===== config.mk =====
export PLATFORM = sky130hd
export DESIGN_NAME = six_bit_accumulator
export DESIGN_NICKNAME = d
export VERILOG_FILES = /design/src/rtl/accum_pkg.sv /design/src/rtl/six_bit_adder.sv /design/src/rtl/six_bit_accumulator.sv
export SDC_FILE = /design/constraint.sdc
export NUM_CORES = 1
export LEC_CHECK = 0
export BUFFER_PORTS_ARGS = -buffer_cell sky130_fd_sc_hd__buf_2
export CORE_MARGIN = 1.5
export CORE_UTILIZATION = 55
export DETAILED_ROUTE_END_ITERATION = 12
export PLACE_DENSITY = 0.92
export RECOVER_POWER = 50
export SLEW_MARGIN = 5
export SYNTH_ARGS = -nofsm -noshare
export SYNTH_HDL_FRONTEND = slang
export SYNTH_SLANG_ARGS = --single-unit

===== constraint.sdc =====
create_clock -name clk -period 5 [get_ports clk]
set_clock_uncertainty 0.2 [all_clocks]
set_input_delay 1 -clock clk [delete_from_list [all_inputs] [get_ports clk]]
set_output_delay 1 -clock clk [all_outputs]
set_load 0.02 [all_outputs]

===== src/rtl/accum_pkg.sv =====
// Shared widths and FSM state type for the six-bit accumulator.
package accum_pkg;

  localparam int DATA_W = 6;
  localparam int CNT_W  = 4;

  typedef enum logic [1:0] {
    IDLE,
    ACCUM,
    DONE
  } state_t;

endpackage


===== src/rtl/six_bit_adder.sv =====
// Six-bit ripple-carry adder with carry-in and carry-out.
module six_bit_adder (
  input  logic [5:0] A,
  input  logic [5:0] B,
  input  logic       C0,
  output logic [5:0] S,
  output logic       Cout
);

  logic [6:0] carry;

  always_comb begin
    carry    = '0;
    S        = '0;
    carry[0] = C0;
    for (int i = 0; i < 6; i++) begin
      S[i]         = A[i] ^ B[i] ^ carry[i];
      carry[i + 1] = (A[i] & B[i]) | (carry[i] & (A[i] ^ B[i]));
    end
  end

  assign Cout = carry[6];

endmodule


===== src/rtl/six_bit_accumulator.sv =====
// Sums NUM_SAMPLES six-bit beats into one result with a sticky overflow flag,
// using valid/ready handshakes on both the input and the output side.
module six_bit_accumulator
  import accum_pkg::*;
#(
  parameter int NUM_SAMPLES = 4
) (
  input  logic              clk,
  input  logic              rst_n,
  input  logic              clear,
  input  logic              in_valid,
  output logic              in_ready,
  input  logic [DATA_W-1:0] in_data,
  output logic              out_valid,
  input  logic              out_ready,
  output logic [DATA_W-1:0] out_sum,
  output logic              out_ovf
);

  state_t             state, state_next;
  logic [DATA_W-1:0]  acc, acc_next;
  logic [CNT_W-1:0]   cnt, cnt_next, cnt_inc;
  logic               ovf, ovf_next;
  logic [DATA_W-1:0]  add_sum;
  logic               add_carry;

  six_bit_adder u_adder (
    .A    (acc),
    .B    (in_data),
    .C0   (1'b0),
    .S    (add_sum),
    .Cout (add_carry)
  );

  assign cnt_inc = cnt + 1'b1;

  // Acceptance is implied by the state: in_ready is high in IDLE and ACCUM only.
  always_comb begin
    state_next = state;
    acc_next   = acc;
    cnt_next   = cnt;
    ovf_next   = ovf;
    if (clear) begin
      state_next = IDLE;
      acc_next   = '0;
      cnt_next   = '0;
      ovf_next   = 1'b0;
    end else begin
      case (state)
        IDLE: begin
          if (in_valid) begin
            acc_next   = in_data;
            ovf_next   = 1'b0;
            cnt_next   = CNT_W'(1);
            state_next = (NUM_SAMPLES == 1) ? DONE : ACCUM;
          end
        end
        ACCUM: begin
          if (in_valid) begin
            acc_next = add_sum;
            ovf_next = ovf | add_carry;
            cnt_next = cnt_inc;
            if (cnt_inc == CNT_W'(NUM_SAMPLES)) begin
              state_next = DONE;
            end
          end
        end
        DONE: begin
          if (out_ready) begin
            state_next = IDLE;
            acc_next   = '0;
            cnt_next   = '0;
            ovf_next   = 1'b0;
          end
        end
        default: begin
          state_next = IDLE;
          acc_next   = '0;
          cnt_next   = '0;
          ovf_next   = 1'b0;
        end
      endcase
    end
  end

  always_ff @(posedge clk or negedge rst_n) begin
    if (!rst_n) begin
      state <= IDLE;
      acc   <= '0;
      cnt   <= '0;
      ovf   <= 1'b0;
    end else begin
      state <= state_next;
      acc   <= acc_next;
      cnt   <= cnt_next;
      ovf   <= ovf_next;
    end
  end

  assign in_ready  = (state != DONE);
  assign out_valid = (state == DONE);
  assign out_sum   = acc;
  assign out_ovf   = ovf;

endmodule


* Yosys cells after proc, flatten, opt, wreduce, memory -nomap -nowiden
Index checks and enable logic that the tools add are counted.
** Storage, ports and cells
- Register bits :: 13
- Output and inout port bits :: 9
** Cells by class
- Add/subtract/negate cells :: 1
- Equality and inequality tests :: 8
- Multiplexer cells :: 21
- Bitwise gates (word level) :: 28
- Reduce and logical (&&, ||, !) cells :: 3
** Operators by type and width (count)
- 6-bit two-way mux :: 4
- 6-bit one-hot mux with 3 select lines :: 1
- 4-bit two-way mux :: 4
- 4-bit one-hot mux with 3 select lines :: 1
- 1-bit bitwise AND :: 11
- 1-bit bitwise XOR :: 11
- 2-bit two-way mux :: 5
- 3-bit inequality test, second input constant :: 3
- 1-bit OR :: 6
- 2-bit one-hot mux with 3 select lines :: 1
- 4-bit by 1-bit adder with 4-bit output, second input constant :: 1
- 4-bit by 3-bit equality test with 1-bit output, second input constant :: 1
- 1-bit two-way mux :: 4
- 4-bit AND reduction :: 1
- 3-bit by 2-bit inequality test with 1-bit output, second input constant :: 1
- 1-bit one-hot mux with 3 select lines :: 1
- 3-bit AND reduction :: 1
- 2-bit by 1-bit equality test with 1-bit output, second input constant :: 1
- 2-bit equality test, second input constant :: 1
- 2-bit logical NOT :: 1
- 2-bit inequality test, second input constant :: 1

* Depth between registers and ports, before layout
Gate-level depths: netlist of run 1.
- Depth after elaboration :: 15
- Depth in mapped cells :: 10

* Cells and area by module
A second synthesis of run 1 with hierarchy kept.
** Unflattened totals
- Cell total of the unflattened synthesis :: 91
- Area total of the unflattened synthesis :: 885.8 µm²
** By module, submodules not included
- six_bit_accumulator :: times used 1, cells each 75, area an instance 728.2 µm², sequential area each 325.3 µm²
- six_bit_adder :: times used 1, cells each 16, area an instance 157.7 µm², sequential area each 0.0 µm²

* Least setup slack after synthesis of run 1
Ideal clock, no wire load.
- Path type :: input -> register
- Start :: input in_data[0]
- End :: register acc[5], in the netlist out_sum[5]
- Library setup time :: 95 ps
- Data arrival time :: 3038 ps
- Required time :: 4705 ps
- Slack :: 1667 ps
- Stages :: 10
- Path buffers :: 0
- Cells stage by stage :: ha_1 inv_1 fa_1 fa_1 inv_1 fa_1 fa_1 fa_1 mux2i_1 o31ai_1
** On the way
- Cells in the longest elaborated chain, start to end :: 13
** Ends and longest elaborated chain
- start: declaration :: RTL line six_bit_accumulator.sv:13 : input logic [DATA_W-1:0] in_data,
- 1-bit bitwise AND (2 in a row) :: RTL line six_bit_adder.sv:18 : carry[i + 1] = (A[i] & B[i]) | (carry[i] & (A[i] ^ B[i]));
- 1-bit OR :: RTL line six_bit_adder.sv:18
- 1-bit bitwise AND :: RTL line six_bit_adder.sv:18
- 1-bit OR :: RTL line six_bit_adder.sv:18
- 1-bit bitwise AND :: RTL line six_bit_adder.sv:18
- 1-bit OR :: RTL line six_bit_adder.sv:18
- 1-bit bitwise AND :: RTL line six_bit_adder.sv:18
- 1-bit OR :: RTL line six_bit_adder.sv:18
- 1-bit bitwise XOR :: RTL line six_bit_adder.sv:17 : S[i] = A[i] ^ B[i] ^ carry[i];
- 6-bit two-way mux :: RTL line six_bit_accumulator.sv:59 : if (in_valid) begin
- 6-bit one-hot mux with 3 select lines :: RTL line six_bit_accumulator.sv:49 : case (state)
- 6-bit two-way mux :: RTL line six_bit_accumulator.sv:43 : if (clear) begin
- end signal: assignment :: RTL line six_bit_accumulator.sv:94 : acc <= acc_next;
- end: declaration :: RTL line six_bit_accumulator.sv:21 : logic [DATA_W-1:0] acc, acc_next;
Every way passes these cells. The select of a mux whose other input is x is not followed.
A chain may end at the register's enable or synchronous reset.

* Worst setup path in the final report of run 1
Ends and elaborated chain as after synthesis.

==> results of run 1 <==
-- per-stage QoR --
stage	cell area, sq um	total power (uW)	cells
floorplan	843	169	86
global placement	940	189	116
detailed placement	940	193	116
CTS	966	262	120
global route	961	275	120
finish	961	256	120
-- layout make-up --
cell class                 count  area (sq um)  share of cell area [%]
clock buffer                   4          26.3                    2.73
sequential                    13           325                    33.9
timing repair buffer          19          90.1                    9.37
inverter                       8          30.0                    3.12
tap                           15          18.8                    1.95
multi-input combinational     61           470                    49.0
-- where the power goes --
part | total (uW) | switching (uW) | internal (uW)
registers | 125 | 11.0 | 114
logic | 64.2 | 38.4 | 25.8
clock network | 66.9 | 35.9 | 31.0
total | 256 | 85.3 | 171
-- worst max-delay path, delay by kind of cell --
family | cells | cell delay, ns
AO/OA/AOI/OAI | 1 | 0.23
adder cells (fa/ha/maj) | 6 | 1.76
buffers and inverters | 3 | 0.22
multiplexers | 1 | 0.07
-- logic make-up after synthesis --
kind of cell	synth area share, %
flip-flops	38.6
buffers and inverters	5.64
AND/OR/NAND/NOR	17.2
multiplexers	7.27
AO/OA/AOI/OAI	15.0
adder cells (fa/ha/maj)	16.3
-- how the worst max path moves through the flow --
stage | endpoint | slack [ns] | cells past startpoint
2_1_floorplan | out_sum[5] | 1.67 | 10
3_3_place_gp | out_sum[5] | 1.46 | 11
3_5_place_dp | out_sum[5] | 1.42 | 11
4_1_cts | out_sum[5] | 1.69 | 11
5_1_grt | out_sum[5] | 1.60 | 11
6_report | out_sum[5] | 1.71 | 11
-- sequential cells by signal, summed over array words and instances (netlist names) --
register	cells
cnt	4
out_ovf	1
out_sum	6
state	2
-- per-layer routing --
layer / up-vias / track usage (%) / routed length [um]
met1: 334 / 30.5 / 780
met5: - / 0 / 0
met4: 0 / 13.1 / 42
li1: 337 / - / -
met3: 4 / 3.02 / 90
met2: 22 / 40.0 / 859
-- cell usage in the layout, fill, tap and decap left out, types with 4 or more instances in the layout --
| master | instances |
|---|---|
| fa_1 | 5 |
| dfrtp_1 | 13 |
| inv_1 | 8 |
| buf_2 | 15 |
| mux2i_1 | 5 |
| nand2_1 | 12 |
| clkbuf_1 | 5 |
| nor2_1 | 4 |
| o31ai_1 | 5 |
| a21oi_1 | 4 |
==> results.py, run 1 <==
metrics = {
    "synthesis": {
        "ys_warn_count": 0,
        "synthTopCellsByCount": "dfrtp_1, nand2_1, inv_1",
        "yosysMostFrequentCell": "dfrtp_1",
        "synth_cells": 86,
        "ys_ff_latch": 13,
        "synth-main-ff-cell": "dfrtp_1",
        "ys_types": 30,
        "synth_area_sq_um": 843,
        "ys_seq_area_share_pct": 38.6,
        "syn-num-nets": 105,
        "ys_top_cells_by_area": "dfrtp_1, fa_1, mux2i_1",
        "synth_top_area_share_pct": 38.6,
        "async_flop_share_pct": 100,
        "synth_area_per_cell_sq_um": 9.81,
        "yosysTopAreaCell": "dfrtp_1",
        "synth_edf_count": 0,
    },
    "placed_design": {
        "gp_congestion": 0.824,
        "io_buffers": 19,
        "hpwl_um": 1300,
        "pre_cts_ws_ns": 1.42,
    },
    "cts": {
        "clkTransAtPathRegs_ns": 0.08,
        "cts-root-buf": "clkbuf_4",
        "cts_tree": "yes",
        "cts_buffers": 3,
        "clk_latency_ns": 0.28,
        "hold_buffers": 0,
        "post-cts-setup-buffers": 0,
        "numClockSinks": 13,
        "cts_resized": 0,
        "clock_path_buffers": 2,
        "cts_max_level": 1,
    },
    "worst_setup_path": {
        "cp-startpoint": "in_data[0]",
        "r2r_end": "out_sum[5]",
        "reg2regPathDepth": 10,
        "rrSetupSlack_ns": 2.13,
        "worst_path_most_repeated_cell": "fa_1",
        "critPathKind": "input pin to flip-flop",
        "required_ns": 4.98,
        "critPathLaunchType": "input pin",
        "crit_fanout": 2,
        "cp_slowest_stage_delay_ns": 0.49,
        "cp_cell_sequence": "buf_2 > ha_1 > inv_1 > fa_1 > fa_1 > inv_1 > fa_1 > fa_1 > fa_1 > mux2i_1 > o31ai_1",
        "crit_arrival_ns": 3.28,
        "cp_slowest_cell": "fa_1",
        "regToRegStartpoint": "out_sum[0]",
        "cp-end-kind": "flip-flop",
    },
    "global_route": {
        "grt_usage_pct": 24.1,
        "grt_start_max_net_pins": 17,
        "grt_pass1_wl_um": 3150,
        "grt_pass1_vias": 697,
        "grt_overflow_total": 0,
        "antenna_found_initial": 0,
    },
    "worst_hold_path": {
        "holdCritStartpoint": "out_sum[0]",
        "hp-class": "flip-flop to flip-flop",
        "whs_endpoint": "out_sum[0]",
        "holdPathStages": 2,
    },
    "cells_and_area": {
        "syn_to_final_growth_pct": 13.9,
        "nets": 125,
        "n_antenna_cell": 0,
        "post-route-util_pct": 70.3,
        "fill_cells": 121,
        "drive_above_1_share_pct": 17.1,
    },
    "detailed_routing": {
        "drt_iter0_markers": 6,
        "drt-wirelength-per-cell_um": 14.8,
        "remaining_drc_errors": 0,
        "drt-total-wl_um": 1770,
        "drtPass1Iterations": 4,
        "vias_per_cell": 5.81,
        "num_vias": 697,
        "antenna_left": 0,
    },
    "sta": {
        "layout_setup_ws_ns": 1.71,
        "finalHoldViolations": 0,
        "fin_tns_setup_ns": 0,
        "finalSetupViolCount": 0,
        "relSlewSlack_pct": 52.0,
        "report.final.slew_viol_count": 0,
        "worst_slew_pin_slew_ns": 0.720,
        "fin_crit_ns": 3.29,
        "rsz0062_at_grt": "false",
        "finalCritPeriodShare_pct": 65.8,
        "fmax_mhz": 304,
        "hold_slack_ns": 0.319,
    },
    "run": {
        "cap_violations": 0,
    },
    "die": {
        "die_area_sq_mm": 0.00178,
        "rows": 13,
        "start_util_pct": 61.7,
        "design.core.area_sq_mm": 0.00137,
        "die_h_um": 42.2,
        "chipWidth_um": 42.2,
        "io_pins": 20,
    },
    "run_status": {
        "outcome": "finished, final reports clean",
    },
    "power_and_ir_drop": {
        "leakage_uw": 0.000490,
        "power.density_mw_per_mm2": 267,
        "ir_drop_mv": 0.230,
    },
}
Note: power is estimated with default switching activity, not from simulation.
==> run 2, diff against run 1 <==
CORE_UTILIZATION = 51   (was 55)
PLACE_DENSITY = 0.86   (was 0.92)
clock period = 3.2 ns   (was 5 ns; I/O delays follow)
==> results.py, run 2 (synthesized netlist as in run 1, its figures left out) <==
metrics = {
    "cts": {
        "clock_path_buffers": 2,
        "clkTransAtPathRegs_ns": 0.08,
        "cts-root-buf": "clkbuf_4",
        "cts_max_level": 1,
        "numClockSinks": 13,
        "cts_tree": "yes",
        "post-cts-setup-buffers": 0,
        "clk_latency_ns": 0.28,
        "cts_buffers": 3,
        "cts_resized": 0,
        "hold_buffers": 0,
    },
    "sta": {
        "finalHoldViolations": 0,
        "fin_tns_setup_ns": 0,
        "fin_crit_ns": 2.94,
        "worst_slew_pin_slew_ns": 0.729,
        "report.final.slew_viol_count": 0,
        "rsz0062_at_grt": "false",
        "finalSetupViolCount": 0,
        "finalCritPeriodShare_pct": 91.9,
        "fmax_mhz": 340,
        "relSlewSlack_pct": 51.4,
    },
    "worst_hold_path": {
        "hp-class": "input pin to async pin",
    },
    "placed_design": {
        "hpwl_um": 1250,
        "gp_congestion": 0.830,
        "io_buffers": 19,
        "placed_cells": 117,
    },
    "detailed_routing": {
        "drtPass1Iterations": 4,
        "remaining_drc_errors": 0,
        "num_vias": 717,
        "drt-total-wl_um": 1700,
        "drt-wirelength-per-cell_um": 14.0,
        "drt_iter0_markers": 14,
        "vias_per_cell": 5.93,
        "antenna_left": 0,
    },
    "power_and_ir_drop": {
        "leakage_uw": 0.000486,
        "ir_drop_mv": 0.269,
        "power.density_mw_per_mm2": 418,
    },
    "worst_setup_path": {
        "critPathLaunchType": "input pin",
        "worst_path_most_repeated_cell": "fa_1",
        "cp_slowest_cell": "fa_1",
        "cp-end-kind": "flip-flop",
        "crit_arrival_ns": 2.93,
        "cp_cell_sequence": "buf_2 > ha_1 > inv_1 > fa_1 > fa_1 > inv_1 > fa_1 > fa_1 > fa_1 > mux2i_1 > o31ai_1",
        "required_ns": 3.19,
        "crit_family": "adder cells",
        "path_buf_inv": 3,
        "crit_fanout": 2,
        "critPathKind": "input pin to flip-flop",
        "cp_slowest_stage_delay_ns": 0.49,
    },
    "cells_and_area": {
        "post-route-util_pct": 63.1,
        "drive_above_1_share_pct": 16.2,
        "fin_cells": 121,
        "nets": 125,
        "syn_to_final_growth_pct": 13.9,
        "layout_commonest_cell": "buf_2",
        "fill_cells": 141,
        "final_cell_mix": "buf_2, dfrtp_1, nand2_1, inv_1, clkbuf_1",
        "n_antenna_cell": 0,
        "largest_reg_flops": 6,
    },
    "global_route": {
        "grt_start_max_net_pins": 17,
        "grt_usage_pct": 22.4,
        "grt_pass1_wl_um": 3070,
        "grt_overflow_total": 0,
        "antenna_found_initial": 0,
        "grt_pass1_vias": 691,
    },
    "run_status": {
        "outcome": "finished, final reports clean",
    },
    "die": {
        "die_h_um": 43.7,
        "start_util_pct": 55.3,
        "rows": 14,
        "io_pins": 20,
        "chipWidth_um": 43.7,
        "design.core.area_sq_mm": 0.00152,
        "die_area_sq_mm": 0.00191,
    },
    "run": {
        "cap_violations": 0,
    },
}
[run 2: layer usage]
| layer | part of all wire (%) | GRT usage (%) | wire, um |
|---|---|---|---|
| met3 | 6.7 | 6.67 | 113 |
| met1 | 43 | 31.1 | 730 |
| met5 | 0 | 0 | 0 |
| met4 | 1.5 | 7.27 | 25 |
| met2 | 49 | 33.8 | 828 |
[run 2: worst paths after layout]
| kind | start | end | slack (ns) | cells past startpoint |
|---|---|---|---|---|
| max | in_data[0] | out_sum[5] | 0.26 | 11 |
| min reg2reg | out_sum[0] | out_sum[0] | 0.32 | 2 |
| max in group asynchronous | rst_n | cnt[0] | 2.16 | 1 |
| min | rst_n | out_sum[1] | 0.18 | 1 |
| min in group clk | out_sum[0] | out_sum[0] | 0.32 | 2 |
| max reg2reg | out_sum[0] | out_sum[5] | 0.32 | 10 |
[run 2: power breakdown]
group | switching (uW) | internal, uW
Combinational | 59.7 | 41.0
Sequential | 17.2 | 179
Clock | 57.0 | 48.4
[run 2: through the flow]
stage	area, sq um	total power [uW]	hold WS, ns	setup WS [ns]
after global routing	961	428	0.217	0.164
after CTS	967	407	0.0413	0.247
after detailed placement	941	301	0.307	-0.00129
after floorplan	843	265	0.144	0.227
after global placement	941	295	0.286	0.000825
final	961	402	0.181	0.259
[run 2: final cells by class]
class | count | area, sq um | share of cell area [%]
multi-input combinational | 61 | 470 | 49.0
inverter | 8 | 30.0 | 3.12
timing repair buffer | 19 | 88.8 | 9.24
tap | 16 | 20.0 | 2.08
sequential | 13 | 325 | 33.9
clock buffer | 4 | 26.3 | 2.73
==> run 3, diff against run 2 <==
CORE_UTILIZATION = 52   (was 51)
PLACE_DENSITY = 0.87   (was 0.86)
SYNTH_HIERARCHICAL = 1   (was default)
==> results.py, run 3 <==
metrics = {
    "cts": {
        "clock_path_buffers": 2,
        "clkTransAtPathRegs_ns": 0.08,
        "hold_buffers": 0,
        "cts-root-buf": "clkbuf_4",
        "numClockSinks": 13,
        "cts_buffers": 3,
        "cts_tree": "yes",
        "post-cts-setup-buffers": 0,
        "cts_max_level": 1,
        "clk_latency_ns": 0.28,
    },
    "cells_and_area": {
        "nets": 131,
        "post-route-util_pct": 66.2,
        "final_cell_mix": "buf_2, dfrtp_1, nand2_1, inv_1, o31ai_1",
        "fin_cells": 127,
        "drive_above_1_share_pct": 27.9,
        "layout_commonest_cell": "buf_2",
        "n_antenna_cell": 0,
        "largest_reg_flops": 6,
        "fin_area_sq_mm": 0.00102,
        "syn_to_final_growth_pct": 15.3,
    },
    "global_route": {
        "grt_usage_pct": 19.9,
        "grt_pass1_wl_um": 2760,
        "grt_pass1_vias": 689,
        "grt.busiest_layer": "met2",
        "grt_start_max_net_pins": 21,
        "grt_overflow_total": 0,
        "met3_usage_pct": 6.12,
        "grt_util_met2_pct": 33.8,
        "antenna_found_initial": 0,
        "grtUsageMet1_pct": 22.5,
    },
    "synthesis": {
        "synthTopCellsByCount": "dfrtp_1, inv_1, nand2_1",
        "synth_mux_area_share_pct": 8.05,
        "ys_ff_latch": 13,
        "synth-main-ff-cell": "dfrtp_1",
        "synthAdderAreaFrac_pct": 16.4,
        "syn-num-nets": 110,
        "synth_cells": 91,
        "async_flop_share_pct": 100,
        "synth_area_sq_um": 886,
        "synth-xor-area-share_pct": 0,
        "yosysMostFrequentCell": "dfrtp_1",
        "yosys.area_share.simple_pct": 15.5,
        "synth_top_family_by_area": "adder cells",
        "ys_warn_count": 6,
        "synth_edf_count": 0,
        "ys_types": 30,
        "synth-compound-area-share_pct": 14.7,
        "synth_area_per_cell_sq_um": 9.73,
        "ys_seq_area_share_pct": 36.7,
        "yosysTopAreaCell": "dfrtp_1",
        "ys_top_cells_by_area": "dfrtp_1, fa_1, mux2i_1",
        "synth_top_area_share_pct": 36.7,
    },
    "worst_setup_path": {
        "crit_fanout": 2,
        "cp-startpoint": "in_data[0]",
        "critPathLaunchType": "input pin",
        "cp-end-kind": "flip-flop",
        "regToRegStartpoint": "out_sum[0]",
        "crit_arrival_ns": 3.19,
        "critPathKind": "input pin to flip-flop",
        "required_ns": 3.18,
    },
    "worst_hold_path": {
        "hp-class": "input pin to async pin",
    },
    "power_and_ir_drop": {
        "seqPwrFrac_pct": 46.9,
        "leakage_uw": 0.000487,
        "swShare_pct": 33.9,
        "power.density_mw_per_mm2": 415,
        "p_comb_share_pct": 28.3,
        "p_sw_uw": 143,
        "ir_drop_mv": 0.336,
        "clock_power_share_pct": 24.7,
        "internal_power_uw": 280,
    },
    "detailed_routing": {
        "drtPass1Iterations": 4,
        "drt_iter0_markers": 7,
        "vias_per_cell": 5.43,
        "drt-wirelength-per-cell_um": 13.1,
        "antenna_left": 0,
        "num_vias": 689,
        "drt-total-wl_um": 1660,
        "remaining_drc_errors": 0,
    },
    "die": {
        "design.core.area_sq_mm": 0.00154,
        "io_pins": 20,
        "start_util_pct": 57.5,
        "rows": 14,
        "die_area_sq_mm": 0.00196,
        "die_h_um": 44.3,
        "chipWidth_um": 44.3,
    },
    "sta": {
        "finalHoldViolations": 0,
        "fmax_mhz": 311,
        "rsz0062_at_grt": "true",
        "fin_crit_ns": 3.21,
        "relSlewSlack_pct": 51.2,
        "hold_slack_ns": 0.185,
        "layout_setup_ws_ns": -0.0134,
        "finalSetupViolCount": 1,
        "worst_slew_pin_slew_ns": 0.733,
        "finalCritPeriodShare_pct": 100,
        "report.final.slew_viol_count": 0,
    },
    "placed_design": {
        "hpwl_um": 1270,
        "gp_congestion": 0.727,
        "pre_cts_ws_ns": -0.433,
        "placed_area_sq_um": 995,
        "placed_cells": 123,
        "io_buffers": 19,
    },
    "run_status": {
        "outcome": "finished with violations",
        "violations": "setup timing",
    },
    "run": {
        "cap_violations": 0,
    },
}
-- run 3: worst paths after layout --
path                       slack, ns  cells past startpoint    endpoint
min                             0.19                      1  out_sum[4]
min in group clk                0.32                      2  out_sum[1]
min reg2reg                     0.32                      2  out_sum[1]
max                            -0.01                     13  out_sum[5]
max in group asynchronous       2.11                      1  out_sum[0]
max reg2reg                    -0.01                     12  out_sum[5]
-- run 3: area by class of cell --
type,count,area (sq um)
Tap cell,16,20.0
Multi-Input combinational cell,62,500
Timing Repair Buffer,20,103
Clock buffer,4,26.3
Fill cell,133,520
Inverter,12,45.0
Sequential cell,13,327
-- run 3: layer usage --
metal	share of wire, %	up-vias	wire [um]
li1	-	343	-
met2	50	15	830
met5	0	-	0
met1	44	327	737
met3	4.2	4	70
met4	1.5	0	25
-- run 3: repair_timing --
item                                   4_1_cts  5_1_grt
resized for setup                            1        0
endpoints found under the hold margin        0        0
pin swaps                                    7        0
gates cloned                                 0        0
setup endpoints to repair                    1        1
-- run 3: kinds of logic (layout without fill, tap and decap cells) --
kind of cell    Yosys count  count (layout)
other cells               1               1
fa+ha+maj                 8               8
flops                    13              13
buf+inv                  16              36
compound gates           19              19
mux                       7               7
simple gates             27              27
-- run 3: power by group through the flow --
stage               registers, uW  logic [uW]  clock network (uW)
floorplan                     212        74.4                   0
global placement              200         119                   0
detailed placement            202         124                   0
CTS                           199         124                 106
global route                  201         138                 116
finish                        199         120                 105
-- run 3: per-stage QoR --
step | TNS [ns] | total power (uW)
floorplan | -0.0727 | 287
global placement | -0.384 | 319
detailed placement | -0.519 | 326
CTS | -0.00786 | 429
global route | -0.115 | 455
finish | -0.0134 | 423
-- run 3: critical path: stages --
cell and delay [ns]:
buf_6 0.09, fa_2 0.32, inv_2 0.06, fa_2 0.18
inv_2 0.03, fa_2 0.33, fa_2 0.34, fa_2 0.34
inv_2 0.06, fa_1 0.41, inv_1 0.06, mux2i_1 0.06
o31ai_1 0.27
